[src/rtl/reg_file_sb_pkg.sv]
// Shared constants and helpers for the register bank with pending-write scoreboard.
package reg_file_pkg;

   localparam int SP_IDX_DEF = 16;
   localparam int SP_RST_DEF = 1023;
   localparam int ZERO_IDX   = 0;

   function automatic int clog2(input int value);
      int res;
      res = 0;
      for (int i = 0; i < 31; i++) begin
         if ((1 << res) < value) res++;
      end
      return res;
   endfunction

endpackage

[src/rtl/reg_file_sb_if.sv]
// Read, write and issue signals between the pipeline and the register bank.
interface reg_file_sb_if
   import reg_file_pkg::*;
#(
   parameter int DATA_W = 32,
   parameter int ADDR_W = clog2(32),
   parameter int NUM_RD = 2
);
   logic [NUM_RD*ADDR_W-1:0] rd_addr;
   logic [NUM_RD*DATA_W-1:0] rd_data;
   logic [NUM_RD-1:0]        rd_busy;
   logic                     wr_en;
   logic [ADDR_W-1:0]        wr_addr;
   logic [DATA_W-1:0]        wr_data;
   logic                     iss_valid;
   logic [ADDR_W-1:0]        iss_addr;
   logic                     iss_ready;
   logic                     err;

   modport master (
      output rd_addr, wr_en, wr_addr, wr_data, iss_valid, iss_addr,
      input  rd_data, rd_busy, iss_ready, err
   );

   modport slave (
      input  rd_addr, wr_en, wr_addr, wr_data, iss_valid, iss_addr,
      output rd_data, rd_busy, iss_ready, err
   );
endinterface

[src/rtl/reg_file_sb_pend_counter.sv]
// Saturating up/down count of writes still in flight for one register.
module pend_counter
   import reg_file_pkg::*;
#(
   parameter int PEND_W = 2
) (
   input  logic              clk,
   input  logic              rst,
   input  logic              inc,
   input  logic              dec,
   output logic [PEND_W-1:0] cnt,
   output logic              full,
   output logic              nonzero
);
   logic inc_eff;
   logic dec_eff;

   assign full    = (cnt == {PEND_W{1'b1}});
   assign nonzero = (cnt != '0);
   assign dec_eff = dec & nonzero;
   // a full counter may only take an issue when a retire frees a slot
   assign inc_eff = inc & (~full | dec_eff);

   always_ff @(posedge clk or posedge rst) begin
      if (rst) begin
         cnt <= '0;
      end else if (inc_eff && !dec_eff) begin
         cnt <= cnt + PEND_W'(1);
      end else if (dec_eff && !inc_eff) begin
         cnt <= cnt - PEND_W'(1);
      end
   end
endmodule

[src/rtl/reg_file_sb.sv]
// Register bank with combinational read ports, write bypass, hardwired zero
// register and per-register pending-write counters for hazard detection.
module reg_file_sb
   import reg_file_pkg::*;
#(
   parameter int DATA_W   = 32,
   parameter int NUM_REGS = 32,
   parameter int NUM_RD   = 2,
   parameter int SP_IDX   = SP_IDX_DEF,
   parameter int SP_RST   = SP_RST_DEF,
   parameter int PEND_W   = 2,
   parameter int BYPASS   = 1
) (
   input logic         clk,
   input logic         rst,
   reg_file_sb_if.slave bus
);
   localparam int ADDR_W = clog2(NUM_REGS);

   logic [DATA_W-1:0]        regs    [NUM_REGS];
   logic [PEND_W-1:0]        cnt     [NUM_REGS];
   logic                     full_v  [NUM_REGS];
   logic                     nz_v    [NUM_REGS];
   logic [NUM_REGS-1:0]      inc_v;
   logic [NUM_REGS-1:0]      dec_v;
   logic                     iss_ready;
   logic                     iss_fire;
   logic                     wr_ok;
   logic                     err;
   logic [ADDR_W-1:0]        a;
   logic [NUM_RD*DATA_W-1:0] rd_data_v;
   logic [NUM_RD-1:0]        rd_busy_v;

   // true for addresses that map onto a real, writable register
   function automatic logic live(input logic [ADDR_W-1:0] addr);
      return (32'(addr) != ZERO_IDX) && (32'(addr) < NUM_REGS);
   endfunction

   assign wr_ok = bus.wr_en && live(bus.wr_addr);

   always_comb begin
      iss_ready = 1'b1;
      if (live(bus.iss_addr) && full_v[bus.iss_addr] &&
          !(bus.wr_en && bus.wr_addr == bus.iss_addr)) begin
         iss_ready = 1'b0;
      end
   end

   assign iss_fire = bus.iss_valid && iss_ready && live(bus.iss_addr);

   always_comb begin
      inc_v = '0;
      dec_v = '0;
      for (int r = 1; r < NUM_REGS; r++) begin
         inc_v[r] = iss_fire && (bus.iss_addr == ADDR_W'(r));
         dec_v[r] = wr_ok && (bus.wr_addr == ADDR_W'(r));
      end
   end

   assign cnt[0]    = '0;
   assign full_v[0] = 1'b0;
   assign nz_v[0]   = 1'b0;

   for (genvar r = 1; r < NUM_REGS; r++) begin : g_cnt
      pend_counter #(.PEND_W(PEND_W)) u_cnt (
         .clk     (clk),
         .rst     (rst),
         .inc     (inc_v[r]),
         .dec     (dec_v[r]),
         .cnt     (cnt[r]),
         .full    (full_v[r]),
         .nonzero (nz_v[r])
      );
   end

   always_ff @(posedge clk or posedge rst) begin
      if (rst) begin
         for (int r = 0; r < NUM_REGS; r++) begin
            regs[r] <= (r == SP_IDX) ? DATA_W'(SP_RST) : '0;
         end
      end else if (wr_ok) begin
         regs[bus.wr_addr] <= bus.wr_data;
      end
   end

   always_ff @(posedge clk or posedge rst) begin
      if (rst) begin
         err <= 1'b0;
      end else if (wr_ok && !nz_v[bus.wr_addr]) begin
         err <= 1'b1;
      end
   end

   // a retiring write that empties the counter clears busy in the same cycle
   always_comb begin
      rd_data_v = '0;
      rd_busy_v = '0;
      a         = '0;
      for (int k = 0; k < NUM_RD; k++) begin
         a = bus.rd_addr[k*ADDR_W +: ADDR_W];
         if (live(a)) begin
            rd_data_v[k*DATA_W +: DATA_W] = regs[a];
            rd_busy_v[k]                  = nz_v[a];
            if ((BYPASS != 0) && bus.wr_en && (bus.wr_addr == a)) begin
               rd_data_v[k*DATA_W +: DATA_W] = bus.wr_data;
               if ((cnt[a] == PEND_W'(1)) && !inc_v[a]) rd_busy_v[k] = 1'b0;
            end
         end
      end
   end

   assign bus.rd_data   = rd_data_v;
   assign bus.rd_busy   = rd_busy_v;
   assign bus.iss_ready = iss_ready;
   assign bus.err       = err;
endmodule

[src/flat_wrapper.sv]
// flat-port wrapper written by rule: the top's interface ports become plain ports
module reg_file_sb_flat import reg_file_pkg::*;
#(
   parameter int DATA_W   = 32,
   parameter int NUM_REGS = 32,
   parameter int NUM_RD   = 2,
   parameter int SP_IDX   = SP_IDX_DEF,
   parameter int SP_RST   = SP_RST_DEF,
   parameter int PEND_W   = 2,
   parameter int BYPASS   = 1
)
  (clk, rst, bus_rd_addr, bus_wr_en, bus_wr_addr, bus_wr_data, bus_iss_valid, bus_iss_addr, bus_rd_data, bus_rd_busy, bus_iss_ready, bus_err);
  reg_file_sb_if #(.DATA_W(DATA_W), .ADDR_W(5), .NUM_RD(NUM_RD)) bus_i ();
  input logic clk;
  input logic rst;
  input wire logic [$bits(bus_i.rd_addr)-1:0] bus_rd_addr;
  input wire logic [$bits(bus_i.wr_en)-1:0] bus_wr_en;
  input wire logic [$bits(bus_i.wr_addr)-1:0] bus_wr_addr;
  input wire logic [$bits(bus_i.wr_data)-1:0] bus_wr_data;
  input wire logic [$bits(bus_i.iss_valid)-1:0] bus_iss_valid;
  input wire logic [$bits(bus_i.iss_addr)-1:0] bus_iss_addr;
  output wire logic [$bits(bus_i.rd_data)-1:0] bus_rd_data;
  output wire logic [$bits(bus_i.rd_busy)-1:0] bus_rd_busy;
  output wire logic [$bits(bus_i.iss_ready)-1:0] bus_iss_ready;
  output wire logic [$bits(bus_i.err)-1:0] bus_err;
  assign bus_i.rd_addr = bus_rd_addr;
  assign bus_i.wr_en = bus_wr_en;
  assign bus_i.wr_addr = bus_wr_addr;
  assign bus_i.wr_data = bus_wr_data;
  assign bus_i.iss_valid = bus_iss_valid;
  assign bus_i.iss_addr = bus_iss_addr;
  assign bus_rd_data = bus_i.rd_data;
  assign bus_rd_busy = bus_i.rd_busy;
  assign bus_iss_ready = bus_i.iss_ready;
  assign bus_err = bus_i.err;
  reg_file_sb #(.DATA_W(DATA_W), .NUM_REGS(NUM_REGS), .NUM_RD(NUM_RD), .SP_IDX(SP_IDX), .SP_RST(SP_RST), .PEND_W(PEND_W), .BYPASS(BYPASS)) u_core (.clk(clk), .rst(rst), .bus(bus_i));
endmodule
[config.mk]
export PLATFORM = sky130hd
export DESIGN_NAME = reg_file_sb_flat
export DESIGN_NICKNAME = d
export VERILOG_FILES = /design/src/rtl/reg_file_sb_pkg.sv /design/src/rtl/reg_file_sb_if.sv /design/src/rtl/reg_file_sb_pend_counter.sv /design/src/rtl/reg_file_sb.sv /design/src/flat_wrapper.sv
export SDC_FILE = /design/constraint.sdc
export NUM_CORES = 2
export LEC_CHECK = 0
export CELL_PAD_IN_SITES_DETAIL_PLACEMENT = 0
export CELL_PAD_IN_SITES_GLOBAL_PLACEMENT = 1
export CORE_ASPECT_RATIO = 0.8
export CORE_MARGIN = 3
export CORE_UTILIZATION = 48
export CTS_BUF_LIST = sky130_fd_sc_hd__clkbuf_4 sky130_fd_sc_hd__clkbuf_8
export CTS_CLUSTER_SIZE = 12
export DETAILED_ROUTE_END_ITERATION = 10
export PLACE_DENSITY_LB_ADDON = 0.1
export SLEW_MARGIN = 5
export SYNTH_ARGS = -nofsm -noshare
export SYNTH_HDL_FRONTEND = slang
export SYNTH_SLANG_ARGS = --single-unit
[constraint.sdc]
create_clock -name clk -period 33.1 [get_ports clk]
set_input_delay 4.965 -clock clk [delete_from_list [all_inputs] [get_ports clk]]
set_output_delay 4.965 -clock clk [all_outputs]
set_load 0.01 [all_outputs]
==> results by group <==
Placed design
  • Pre-CTS setup slack: around 19 ns
  • Detailed Place HPWL: 103000 um
  • Placement-stage cell area: between 0.06 and 0.07 mm2
  • Final weighted congestion in routability-driven placement: around 0.84
  • Quantity of I/O buffers inserted on ports: ~120

Floorplan
  • Starting Density: 48.8%
  • X dimension of the die: between 400 and 500 um
  • Core box area: roughly 0.12 mm2
  • I/O pin count: around 120
  • Standard-cell rows: around 120
  • DIE AREA: between 0.1 and 0.15 mm2
  • Die Ht: 323 um

Global routing
  • Antenna violations before repair: 4
  • Via count of the first global-routing pass: ~40000
  • Residual overflow from global routing: 0
  • Total routing usage reported by global routing: between 20% and 30%
  • Pin count of the biggest net entering global routing: approximately 190
  • Global-route wire length before repair: 279000 um

STA
  • Smallest setup slack after layout: between 15 and 20 ns
  • Fmax achieved: just under 70 MHz
  • Sum of negative setup slack: 0 ns
  • Final setup fails: 0
  • Max_slew headroom: around an eighth
  • Number of hold-slack violations in the final timing report: 0
  • Minimum clock period after layout: 14.57 ns
  • Unrepaired setup endpoints after global routing: no
  • Slew of the pin with the lowest slew margin: about 1.3 ns
  • Final setup skew: around 0.012 ns
  • Final count of pins violating max slew: 0
  • Fin crit share: ~44%

Critical path
  • Reg2Reg Depth: 11
  • Signal arrival time at the worst endpoint: 9.61 ns
  • Master of the slowest instance on the critical path: sky130_fd_sc_hd__buf_4
  • Stages on the worst setup path: 8
  • Maximum net fanout on the critical path: 110
  • Type of origin of the critical path: input pin
  • Required @ worst endpoint: about 28 ns
  • Maximum single-stage delay on the critical path: roughly 0.9 ns
  • Most used cell along the critical path: sky130_fd_sc_hd__mux4_2
  • Worst setup path category: in -> out
  • Top delay family on crit path: buffers and inverters
  • Crit. End Element: primary output
  • Cell Chain, Critical Path: buf_8, buf_12, buf_4, mux4_2, mux4_2, mux2i_1, a211oi_1, clkdlybuf4s50_1
  • Sum of buffers and inverters on the critical path: 4

Finish
  • Sequential cell area: between 0.02 and 0.03 mm2
  • Synthesis-to-layout area growth: 10.3%
  • Summed area of non-filler cells in the final layout: about 0.067 mm2
  • Most common cell after layout, fill and taps aside: sky130_fd_sc_hd__dfrtp_1
  • Post-layout utilization of the core: 53.8%
  • Multi-input gate area: around 0.031 mm2
  • Most used cells in the layout excluding fill and tap cells: 1077 x sky130_fd_sc_hd__dfrtp_1, 992 x sky130_fd_sc_hd__mux2_2, 671 x sky130_fd_sc_hd__mux4_2, 246 x sky130_fd_sc_hd__clkbuf_8, 159 x sky130_fd_sc_hd__nor2_1
  • Filler cell count in the final layout: between 9000 and 10000
  • Nets@finish: ~4000
  • Layout cells sized above 1: between 50% and 60%

Clock tree
  • Number of post-CTS setup repair buffers: 0
  • Number of H-tree branching levels: 4
  • Maximum clock path buffer count: 3
  • Clock buffers created by TritonCTS: 184
  • CTS root buffer: sky130_fd_sc_hd__clkbuf_8
  • Clock slew at reported path FFs: around 0.06 ns
  • Skew-Pair Late Insertion Delay: 0.87 ns
  • CTS Hold Bufs: 0
  • TritonCTS clock tree: done
  • TritonCTS Sinks: ~1100
  • Quantity of gates resized following cts: 0

Worst hold path
  • Number of stages on the worst hold path: 0
  • Worst hold path class: reg -> reg

Flow run
  • Maximum capacitance violations: 0

Yosys
  • Synth Flop Type: sky130_fd_sc_hd__dfrtp_1
  • Number of synthesized register bits: 1087
  • Yosys warning total: 0
  • Post-synth EDFFs: 0
  • Mean Syn Cell Area: around 15 um2
  • Part of the Yosys area used for sequential elements: a little under half
  • Complex-gate fraction of the synthesized area: 1.94%
  • Area share of the leading cell type in the synthesized netlist: 44.6%
  • Post-synthesis xor/xnor area fraction: 1.67%
  • Cell type with the largest total area after synthesis: sky130_fd_sc_hd__dfrtp_1
  • Number of instances in the synthesized netlist: a little under 4000
  • Mux contribution to synthesized area: about 45%
  • Adder-cell share of the synthesized area: less than 1%
  • Net count after synthesis: 4031
  • Netlist area before placement: 0.0604 mm2
  • Post-synthesis share of cell area spent on and, or, nand and nor gates: around 2.7%
  • Share of synthesized registers carrying an async set or reset: 100%
  • Unique cell type count in the Yosys netlist: 63
  • Leading post-synthesis cells by cell area: sky130_fd_sc_hd__dfrtp_1 45%, sky130_fd_sc_hd__mux4_2 25%, sky130_fd_sc_hd__mux2_2 18%
  • Combinational family with the most area after synthesis: multiplexers

Status
  • Run status: completed

Detailed routing
  • Count of nets left with antenna violations after detail routing: 0
  • Vias: around 38000
  • First-pass iteration count of the detailed router: 5
  • Post-route DRC violation count: 0
  • Vias/cell: 6.64
  • Count of routing violations after the opening detailed-route iteration: ~3600
  • Wire length per cell: roughly 33 um
  • Total length of routed wires: approximately 190000 um

Power and ir drop
  • Total chip power: about 4.2 mW
  • PwrDens: roughly 62 mW/mm2
  • Peak ir drop on the vdd network: between 0.04 and 0.05 mV
  • LEAKAGE: 28.2 nW
-- synthesized netlist by cell type, drive strengths merged (9+ instances only) --
library cell / instances
dfrtp: 1077
mux2: 993
mux4: 672
buf: 243
clkbuf: 203
nor2: 176
xor2: 73
a211oi: 71
mux2i: 66
xnor2: 42
nand2: 37
o21ai: 34
ha: 31
nand2b: 30
nor3: 24
nand3: 19
inv: 17
a21oi: 15
or2: 12
nor3b: 11
dfstp: 10
a31oi: 9
-- sequential cells by signal (all words and copies together) (netlist names) --
signal                  cells
u_core.regs              1024
u_core.g_cnt.u_cnt.cnt     62
u_core.bus.err              1
-- area by class of cell --
cell class                      count  share of cell area, %
Clock inverter                     28                  0.257
Antenna cell                        3                 0.0113
Sequential cell                  1087                   40.8
Inverter                           17                  0.113
Clock buffer                      311                   5.81
Timing Repair Buffer              195                   2.78
Tap cell                         1638                   3.07
Multi-Input combinational cell   2394                   47.2
-- stage by stage --
| step | std cells | hold WS, ns |
|---|---|---|
| final | 5673 | 0.394 |
| after floorplan | 3944 | 0.441 |
| after CTS | 5670 | 0.396 |
| after global placement | 5331 | 0.377 |
| after detailed placement | 5331 | 0.382 |
| after global routing | 5671 | 0.406 |
-- power breakdown --
group | internal [mW] | leakage [nW] | switching (mW)
registers | 1.61 | 13.9 | 0.240
clock network | 0.735 | 2.16 | 0.574
logic | 0.611 | 12.2 | 0.398
-- cells by family after synthesis --
logic type | after synthesis
AO/OA/AOI/OAI | 167
XOR/XNOR | 115
adder cells (fa/ha/maj) | 31
buffers and inverters | 463
flip-flops | 1087
multiplexers | 1731
AND/OR/NAND/NOR | 350
-- layer usage --
layer	global-route usage, %	share of wire [%]	vias up
met5	0	0.0074	-
met4	10.7	3.4	2
met3	5.70	6.7	356
met2	47.1	48	1504
met1	40.3	42	20700
li1	-	-	15100
-- final timing paths --
| check | slack [ns] | endpoint | start |
|---|---|---|---|
| setup / recovery | 18.53 | bus_rd_data[41] | bus_rd_addr[5] |
| hold / removal | 0.39 | u_core.regs[1008]$_DFFE_PP0P_ | u_core.regs[1008]$_DFFE_PP0P_ |
| setup reg to reg | 29.52 | u_core.g_cnt[3].u_cnt.cnt[1]$_DFFE_PP0P_ | u_core.g_cnt[3].u_cnt.cnt[0]$_DFFE_PP0P_ |
| hold reg to reg | 0.39 | u_core.regs[1008]$_DFFE_PP0P_ | u_core.regs[1008]$_DFFE_PP0P_ |
| max in group asynchronous | 24.32 | u_core.regs[780]$_DFFE_PP0P_ | rst |
| min in group asynchronous | 4.73 | u_core.g_cnt[11].u_cnt.cnt[0]$_DFFE_PP0P_ | rst |
No activity file was read; power rests on OpenSTA's default activity.
